**config.mk**
```make
export PLATFORM = sky130hd
export DESIGN_NAME = rf_port_arbiter
export DESIGN_NICKNAME = d
export VERILOG_FILES = /design/src/rtl/rf_port_arbiter.sv
export SDC_FILE = /design/constraint.sdc
export NUM_CORES = 1
export LEC_CHECK = 0
export CORE_MARGIN = 3
export CORE_UTILIZATION = 35
export CTS_BUF_LIST = sky130_fd_sc_hd__clkbuf_2
export CTS_CLUSTER_SIZE = 12
export DETAILED_ROUTE_END_ITERATION = 10
export GPL_TIMING_DRIVEN = 1
export HOLD_SLACK_MARGIN = 0.02
export PLACE_DENSITY = 0.78
export SETUP_SLACK_MARGIN = 0.2
export SLEW_MARGIN = 20
export SYNTH_ARGS = -nofsm -noshare
export SYNTH_HDL_FRONTEND = slang
export SYNTH_SLANG_ARGS = --single-unit
```
**constraint.sdc**
```tcl
create_clock -name clk -period 1.6 [get_ports clk]
set_input_delay 0.24 -clock clk [delete_from_list [all_inputs] [get_ports clk]]
set_output_delay 0.24 -clock clk [all_outputs]
set_load 0.01 [all_outputs]
```
**src/rtl/rf_port_arbiter.sv**
```systemverilog
// Two-requester arbiter for the crypto core's single-ported 16x8 register file, with bounded
// burst locking for key loads and write protection of key registers against requester 1.
module rf_port_arbiter #(
  parameter int unsigned        DW           = 8,
  parameter int unsigned        AW           = 4,
  parameter logic [(2**AW)-1:0] PROTECT_MASK = 16'h000C,
  parameter int unsigned        MAX_LOCK     = 4
) (
  input  logic          clk,
  input  logic          reset,

  input  logic          req0_valid,
  input  logic          req0_we,
  input  logic          req0_lock,
  input  logic [AW-1:0] req0_rs1,
  input  logic [AW-1:0] req0_rs2,
  input  logic [AW-1:0] req0_rd,
  input  logic [DW-1:0] req0_wdata,
  output logic          req0_ready,
  output logic          rsp0_valid,
  output logic [DW-1:0] rsp0_rdata1,
  output logic [DW-1:0] rsp0_rdata2,
  output logic          rsp0_err,

  input  logic          req1_valid,
  input  logic          req1_we,
  input  logic          req1_lock,
  input  logic [AW-1:0] req1_rs1,
  input  logic [AW-1:0] req1_rs2,
  input  logic [AW-1:0] req1_rd,
  input  logic [DW-1:0] req1_wdata,
  output logic          req1_ready,
  output logic          rsp1_valid,
  output logic [DW-1:0] rsp1_rdata1,
  output logic [DW-1:0] rsp1_rdata2,
  output logic          rsp1_err,

  output logic          rf_reg_write,
  output logic [AW-1:0] rf_rs1,
  output logic [AW-1:0] rf_rs2,
  output logic [AW-1:0] rf_rd,
  output logic [DW-1:0] rf_write_data,
  input  logic [DW-1:0] rf_out_rs1,
  input  logic [DW-1:0] rf_out_rs2,

  output logic          last_grant
);

  localparam int unsigned CW = $clog2(MAX_LOCK + 1);
  localparam logic [CW-1:0] MaxCnt = CW'(MAX_LOCK);

  typedef enum logic {StUnlocked, StLocked} state_e;

  state_e        state_q, state_d;
  logic          owner_q, owner_d;
  logic [CW-1:0] lock_cnt_q, lock_cnt_d;
  logic          last_grant_q, last_grant_d;

  logic          rsp0_valid_q, rsp1_valid_q, rsp0_err_q, rsp1_err_q;
  logic [DW-1:0] rsp0_rdata1_q, rsp0_rdata2_q, rsp1_rdata1_q, rsp1_rdata2_q;

  logic          owner_valid, hold, grant, winner, blocked;
  logic          win_we, win_lock;
  logic [AW-1:0] win_rs1, win_rs2, win_rd;
  logic [DW-1:0] win_wdata;
  logic [CW-1:0] cnt_inc;

  assign owner_valid = owner_q ? req1_valid : req0_valid;
  assign hold        = (state_q == StLocked) && owner_valid;
  assign cnt_inc     = lock_cnt_q + CW'(1);

  // A locked owner that drops valid falls straight through to round-robin in the same cycle.
  always_comb begin
    grant  = 1'b0;
    winner = 1'b0;
    if (hold) begin
      grant  = 1'b1;
      winner = owner_q;
    end else if (req0_valid && req1_valid) begin
      grant  = 1'b1;
      winner = ~last_grant_q;
    end else if (req0_valid) begin
      grant  = 1'b1;
      winner = 1'b0;
    end else if (req1_valid) begin
      grant  = 1'b1;
      winner = 1'b1;
    end
    if (reset) begin
      grant = 1'b0;
    end
  end

  assign win_we    = winner ? req1_we    : req0_we;
  assign win_lock  = winner ? req1_lock  : req0_lock;
  assign win_rs1   = winner ? req1_rs1   : req0_rs1;
  assign win_rs2   = winner ? req1_rs2   : req0_rs2;
  assign win_rd    = winner ? req1_rd    : req0_rd;
  assign win_wdata = winner ? req1_wdata : req0_wdata;

  assign blocked       = grant && winner && win_we && PROTECT_MASK[win_rd];
  assign rf_reg_write  = grant && win_we && !blocked;
  assign rf_rs1        = grant ? win_rs1   : '0;
  assign rf_rs2        = grant ? win_rs2   : '0;
  assign rf_rd         = grant ? win_rd    : '0;
  assign rf_write_data = grant ? win_wdata : '0;
  assign req0_ready    = grant && !winner;
  assign req1_ready    = grant && winner;

  always_comb begin
    state_d      = state_q;
    owner_d      = owner_q;
    lock_cnt_d   = lock_cnt_q;
    last_grant_d = last_grant_q;
    if ((state_q == StLocked) && !owner_valid) begin
      state_d    = StUnlocked;
      lock_cnt_d = '0;
    end
    if (grant) begin
      last_grant_d = winner;
      if (hold) begin
        if (win_lock && (cnt_inc < MaxCnt)) begin
          lock_cnt_d = cnt_inc;
        end else begin
          state_d    = StUnlocked;
          lock_cnt_d = '0;
        end
      end else if (win_lock && (MaxCnt > CW'(1))) begin
        state_d    = StLocked;
        owner_d    = winner;
        lock_cnt_d = CW'(1);
      end
    end
  end

  always_ff @(posedge clk or posedge reset) begin
    if (reset) begin
      state_q      <= StUnlocked;
      owner_q      <= 1'b0;
      lock_cnt_q   <= '0;
      last_grant_q <= 1'b1;
    end else begin
      state_q      <= state_d;
      owner_q      <= owner_d;
      lock_cnt_q   <= lock_cnt_d;
      last_grant_q <= last_grant_d;
    end
  end

  // Read data is the pre-write register value since read and write share the grant cycle.
  always_ff @(posedge clk or posedge reset) begin
    if (reset) begin
      rsp0_valid_q  <= 1'b0;
      rsp0_rdata1_q <= '0;
      rsp0_rdata2_q <= '0;
      rsp0_err_q    <= 1'b0;
      rsp1_valid_q  <= 1'b0;
      rsp1_rdata1_q <= '0;
      rsp1_rdata2_q <= '0;
      rsp1_err_q    <= 1'b0;
    end else begin
      rsp0_valid_q <= grant && !winner;
      rsp1_valid_q <= grant && winner;
      if (grant && !winner) begin
        rsp0_rdata1_q <= rf_out_rs1;
        rsp0_rdata2_q <= rf_out_rs2;
        rsp0_err_q    <= blocked;
      end
      if (grant && winner) begin
        rsp1_rdata1_q <= rf_out_rs1;
        rsp1_rdata2_q <= rf_out_rs2;
        rsp1_err_q    <= blocked;
      end
    end
  end

  assign rsp0_valid  = rsp0_valid_q;
  assign rsp0_rdata1 = rsp0_rdata1_q;
  assign rsp0_rdata2 = rsp0_rdata2_q;
  assign rsp0_err    = rsp0_err_q;
  assign rsp1_valid  = rsp1_valid_q;
  assign rsp1_rdata1 = rsp1_rdata1_q;
  assign rsp1_rdata2 = rsp1_rdata2_q;
  assign rsp1_err    = rsp1_err_q;
  assign last_grant  = last_grant_q;

endmodule
```
Word-level counts from Yosys, hierarchy flattened
Memory sizes are Yosys's and may differ from the RTL's. Cells that the tools add are included.

Flip-flop bits (word level): 42. Bits in read-only memories: 16. Bits of input ports: 64. Memories: 1.

Memory list: (name not given) (depth 16, width 1, read ports 1, clocked after Yosys merged registers in 0, write ports 0, RTL line 101) `assign blocked = grant && winner && win_we && PROTECT_MASK[win_rd];`.

Add/subtract/negate cells: 1. Order comparisons: 2. Muxes and demuxes: 30. Bitwise gates (word level): 2. Reductions and logical operators: 14.

Operators by type and width (number): 4-bit two-way mux (6); 1-bit two-way mux (17); 8-bit two-way mux (2); 3-bit two-way mux (5); 1-bit logical AND (10); 4-bit by 5-bit less-than comparator with 1-bit output, second input constant (1); 3-bit by 1-bit adder with 3-bit output, second input constant (1); 1-bit logical NOT (3); 3-bit less-than comparator, second input constant (1); 3-bit AND reduction (1); 1-bit inverter (2).

Depth between registers and ports, before layout
Depth in word-level cells: 10. Mapped depth: 5. Mapped depth without buffers: 5.

Least setup slack after synthesis
OpenSTA, ideal clock, no wires.

Path type: input port to flip-flop. Start point: input reset. End point: register lock_cnt_q[1]. Setup time: 0.125 ns. Data arrival time: 1.684 ns. Setup slack: -0.209 ns. Cell stages on the path: 4. Path buffers: 0. Path through: inv_1 o21ai_0 and2_1 o2bb2ai_1.

Cells in the longest elaborated chain, start to end: 2.

Ends and longest elaborated chain: start, declared (RTL line 10) `input logic reset,`; 1-bit two-way mux (RTL line 89) `if (reset) begin`; 3-bit two-way mux (RTL line 119) `if (grant) begin`; via lock_cnt_d[1] (RTL line 56) `logic [CW-1:0] lock_cnt_q, lock_cnt_d;`; end signal, assigned (RTL line 145) `lock_cnt_q <= lock_cnt_d;`; end, declared (RTL line 56).

The timed path passes the listed nets, and every way through them passes these cells. A chain may end at the register's enable or synchronous reset.

Worst setup path after layout
Start point: register state_q. End point: output rf_rs1[2].

Cells in the longest elaborated chain, start to end: 4.

Ends and longest elaborated chain: start, declared (RTL line 54) `state_e state_q, state_d;`; start signal, assigned (RTL line 138) `state_q <= StUnlocked;`; start signal, assigned (RTL line 143) `state_q <= state_d;`; 1-bit logical AND * (RTL line 69) `assign hold = (state_q == StLocked) && owner_valid;`; 1-bit two-way mux (RTL line 76) `if (hold) begin`; 4-bit two-way mux / 1-bit two-way mux (equally long branches) (RTL line 96, 89); 4-bit two-way mux * (RTL line 103) `assign rf_rs1 = grant ? win_rs1 : '0;`; end, declared (RTL line 39) `output logic [AW-1:0] rf_rs1,`.

Every way passes the cells marked *; elsewhere a longest branch is shown, timed or not.

==> results.toml <==
[power_and_ir_drop]
p_per_area_nw_per_um2 = 944
power.switching_w = 0.00137
p_sw_frac = 0.333
seqPwrFrac = 0.358
p_comb_frac = 0.533
clockPowerShare = 0.109
p_leak_nw = 2.03
internal-power_w = 0.00274
peakVddDrop_mv = 0.709

[outcome]
status = "finished with violations"
violations = "negative setup slack"

[synthesis]
synthCells = 193
synth_edf_count = 0
synthFlopType = "dfrtp_1"
syn_nets = 258
syn_area_per_cell_um2 = 11.0
ys_warn_count = 0
synth_area_leaders = "dfrtp_1 48%, mux2_2 13%, nand2_1 8.3%"
async_reset_ff_frac = 1.00
ys_seq_area_frac = 0.496
synth_area_um2 = 2120
ys_ff_latch = 42
synth_most_common_cell = "nand2_1"
yosys.area.top_type = "dfrtp_1"
post-synth-top-area-fraction = 0.484
synth_common_cells = "47 x nand2_1, 41 x dfrtp_1, 25 x mux2_2, 21 x a21oi_1, 8 x mux2_4"
yosysUniqueCellTypes = 40

[setup_path]
cp_cell_sequence = "or2_4 > a31oi_4 > buf_12 > buf_16 > buf_6 > nand2_2 > a21oi_2 > buf_2"
cp.arrival_ps = 2030
critPathLaunchType = "flip-flop"
cpPeakStageDelay_ps = 440
crit_path_end_kind = "output port"
path_class = "reg -> out"
crit_fanout = 5
rrSetupSlack_ps = -370
crit_buf_inv = 4
cpMaxStageDelayCell = "dfrtp_1"
worst-endpoint-required_ps = 1360
critPathTopFamily = "buffers and inverters"

[clock_tree]
cts_tree = "done"
clock_latency_ps = 390
cts_hold_buf = 0
cts_max_level = 2
cts_root_buf = "clkbuf_2"
clockBufferDepth = 2
cts_made_buffers = 5
path_clk_slew_ps = 220
cts_sinks = 42

[timing]
fin_crit_sh = 1.42
timing.slew.headroom = 0.650
fin_ws_ps = -667
worst_slew_pin_slew_ps = 525
fmax_mhz = 441
slew_violations = 0
hold_violations = 0
min_period_ps = 2270
setup_viol = 66
fin_skew_ps = 10.1
rsz0062_at_grt = "true"

[layout]
final.fill_count = 366
layout.nets = 443
num_antenna_cells = 0
drive_gt1_frac = 0.509
final_cells = 451
area.growth.synth_to_final_pct = 105

[route]
remaining_drc_errors = 0
avgRoutedWirePerCell_um = 18.3
drt-pass1-iter-count = 4
vias = 2284
wirelength_um = 8260
viasPerCell = 5.06
ant_nets = 0
drt-initial-drc-count = 51

[die]
initial_core_util = 0.374
die-area_um2 = 7030
fp-row-count = 27
ios = 124
die_y_um = 83.8
coreArea_um2 = 5680
fp.dieW_um = 83.8

[placed_design]
placedCellCount = 403
dp_hpwl_um = 5000
numPortBuffers = 123
place_ws_ps = -675
place.gp.congestion = 0.856

[flow_run]
maxCapViolations = 0

[global_routing]
antenna_found_initial = 0
grt_use_total = 0.232
overflow = 0
grt_max_degree = 43
grt_pass1_wl_um = 12900
grt_pass1_vias = 2531

[min_path]
hp-class = "in -> reg"
==> worst register-to-register path, cell delays in order, from the launching register on <==
cell     delay, ps
dfrtp_1        440
or2_4          260
buf_4          140
a31o_4         240
buf_6          130
nor2_8          80
buf_6          140
buf_12         140
mux2_4         300
==> power by group through the flow <==
stage          sequential, W  clock (W)  combinational (W)
6_report             0.00147   0.000447            0.00219
3_3_place_gp         0.00146          0            0.00168
4_1_cts              0.00145   0.000464            0.00201
5_1_grt              0.00150   0.000513            0.00233
3_5_place_dp         0.00148          0            0.00171
2_1_floorplan        0.00158          0           0.000674
==> cell type report <==
type | count | area (um2) | share of cell area
sequential | 42 | 1050 | 0.241
clock buffer | 5 | 25.0 | 0.00574
timing repair buffer | 186 | 1810 | 0.415
tap | 72 | 90.1 | 0.0207
multi-input combinational | 138 | 1350 | 0.309
inverter | 5 | 22.5 | 0.00517
clock inverter | 3 | 16.3 | 0.00373
==> path summary, 6_finish.rpt <==
kind / start / endpoint / depth (start not counted)
min in group asynchronous: reset / lock_cnt_q[1] / 4
min: rf_out_rs2[4] / rsp0_rdata2[4] / 2
max reg2reg: state_q / rsp1_rdata1[4] / 8
min reg2reg: rsp1_rdata2[0] / rsp1_rdata2[0] / 1
max: state_q / rf_rs1[2] / 8
max in group asynchronous: reset / last_grant / 4
==> metal layers <==
layer / up-vias / routed length (um) / track usage
li1: 1040 / - / -
met2: 127 / 4080 / 0.409
met3: 18 / 839 / 0.0967
met5: - / 0 / 0
met1: 1099 / 3130 / 0.243
met4: 0 / 216 / 0.0950
==> layout by cell type, fill, tap and decap left out, types with 8 or more instances in the layout <==
cell / count
a21oi_2: 21
buf_2: 21
buf_4: 35
buf_6: 19
clkbuf_2: 12
clkdlybuf4s15_1: 28
clkdlybuf4s50_1: 63
dfrtp_1: 41
mux2_4: 34
nand2_1: 27
nand2_2: 12
nand2_4: 8
==> state kept, by name, summed over array words and instances (netlist names), 3 cells and up <==
name,flops
lock_cnt_q,3
rsp1_rdata2,8
rsp0_rdata1,8
rsp1_rdata1,8
rsp0_rdata2,8
==> stage by stage <==
step | total power (W) | instance area (um2) | utilization | TNS, ps | hold slack, ps
2_1_floorplan | 0.00226 | 2250 | - | -1980 | 239
5_1_grt | 0.00435 | 4360 | 0.768 | -31300 | 418
3_5_place_dp | 0.00318 | 3690 | 0.651 | -32950 | 483
6_report | 0.00411 | 4360 | 0.768 | -25950 | 467
3_3_place_gp | 0.00315 | 3690 | 0.651 | -31630 | 472
4_1_cts | 0.00393 | 4180 | 0.736 | -25420 | 436
==> timing repair <==
| item | CTS | global route |
|---|---|---|
| cloned | 5 | 1 |
| endpoints found under the setup margin | 102 | 101 |
| resized for setup | 207 | 60 |
| pin swaps | 16 | 18 |
| buffers inserted | 24 | 10 |
==> cell families after synthesis <==
logic type	after synthesis	share of synthesized area
AND/OR/NAND/NOR	63	0.140
flip-flops	42	0.496
AO/OA/AOI/OAI	37	0.117
multiplexers	35	0.199
buffers and inverters	14	0.0366
XOR/XNOR	1	0.00413
adder cells (fa/ha/maj)	1	0.00590
No activity file was read; power rests on OpenSTA's default activity.
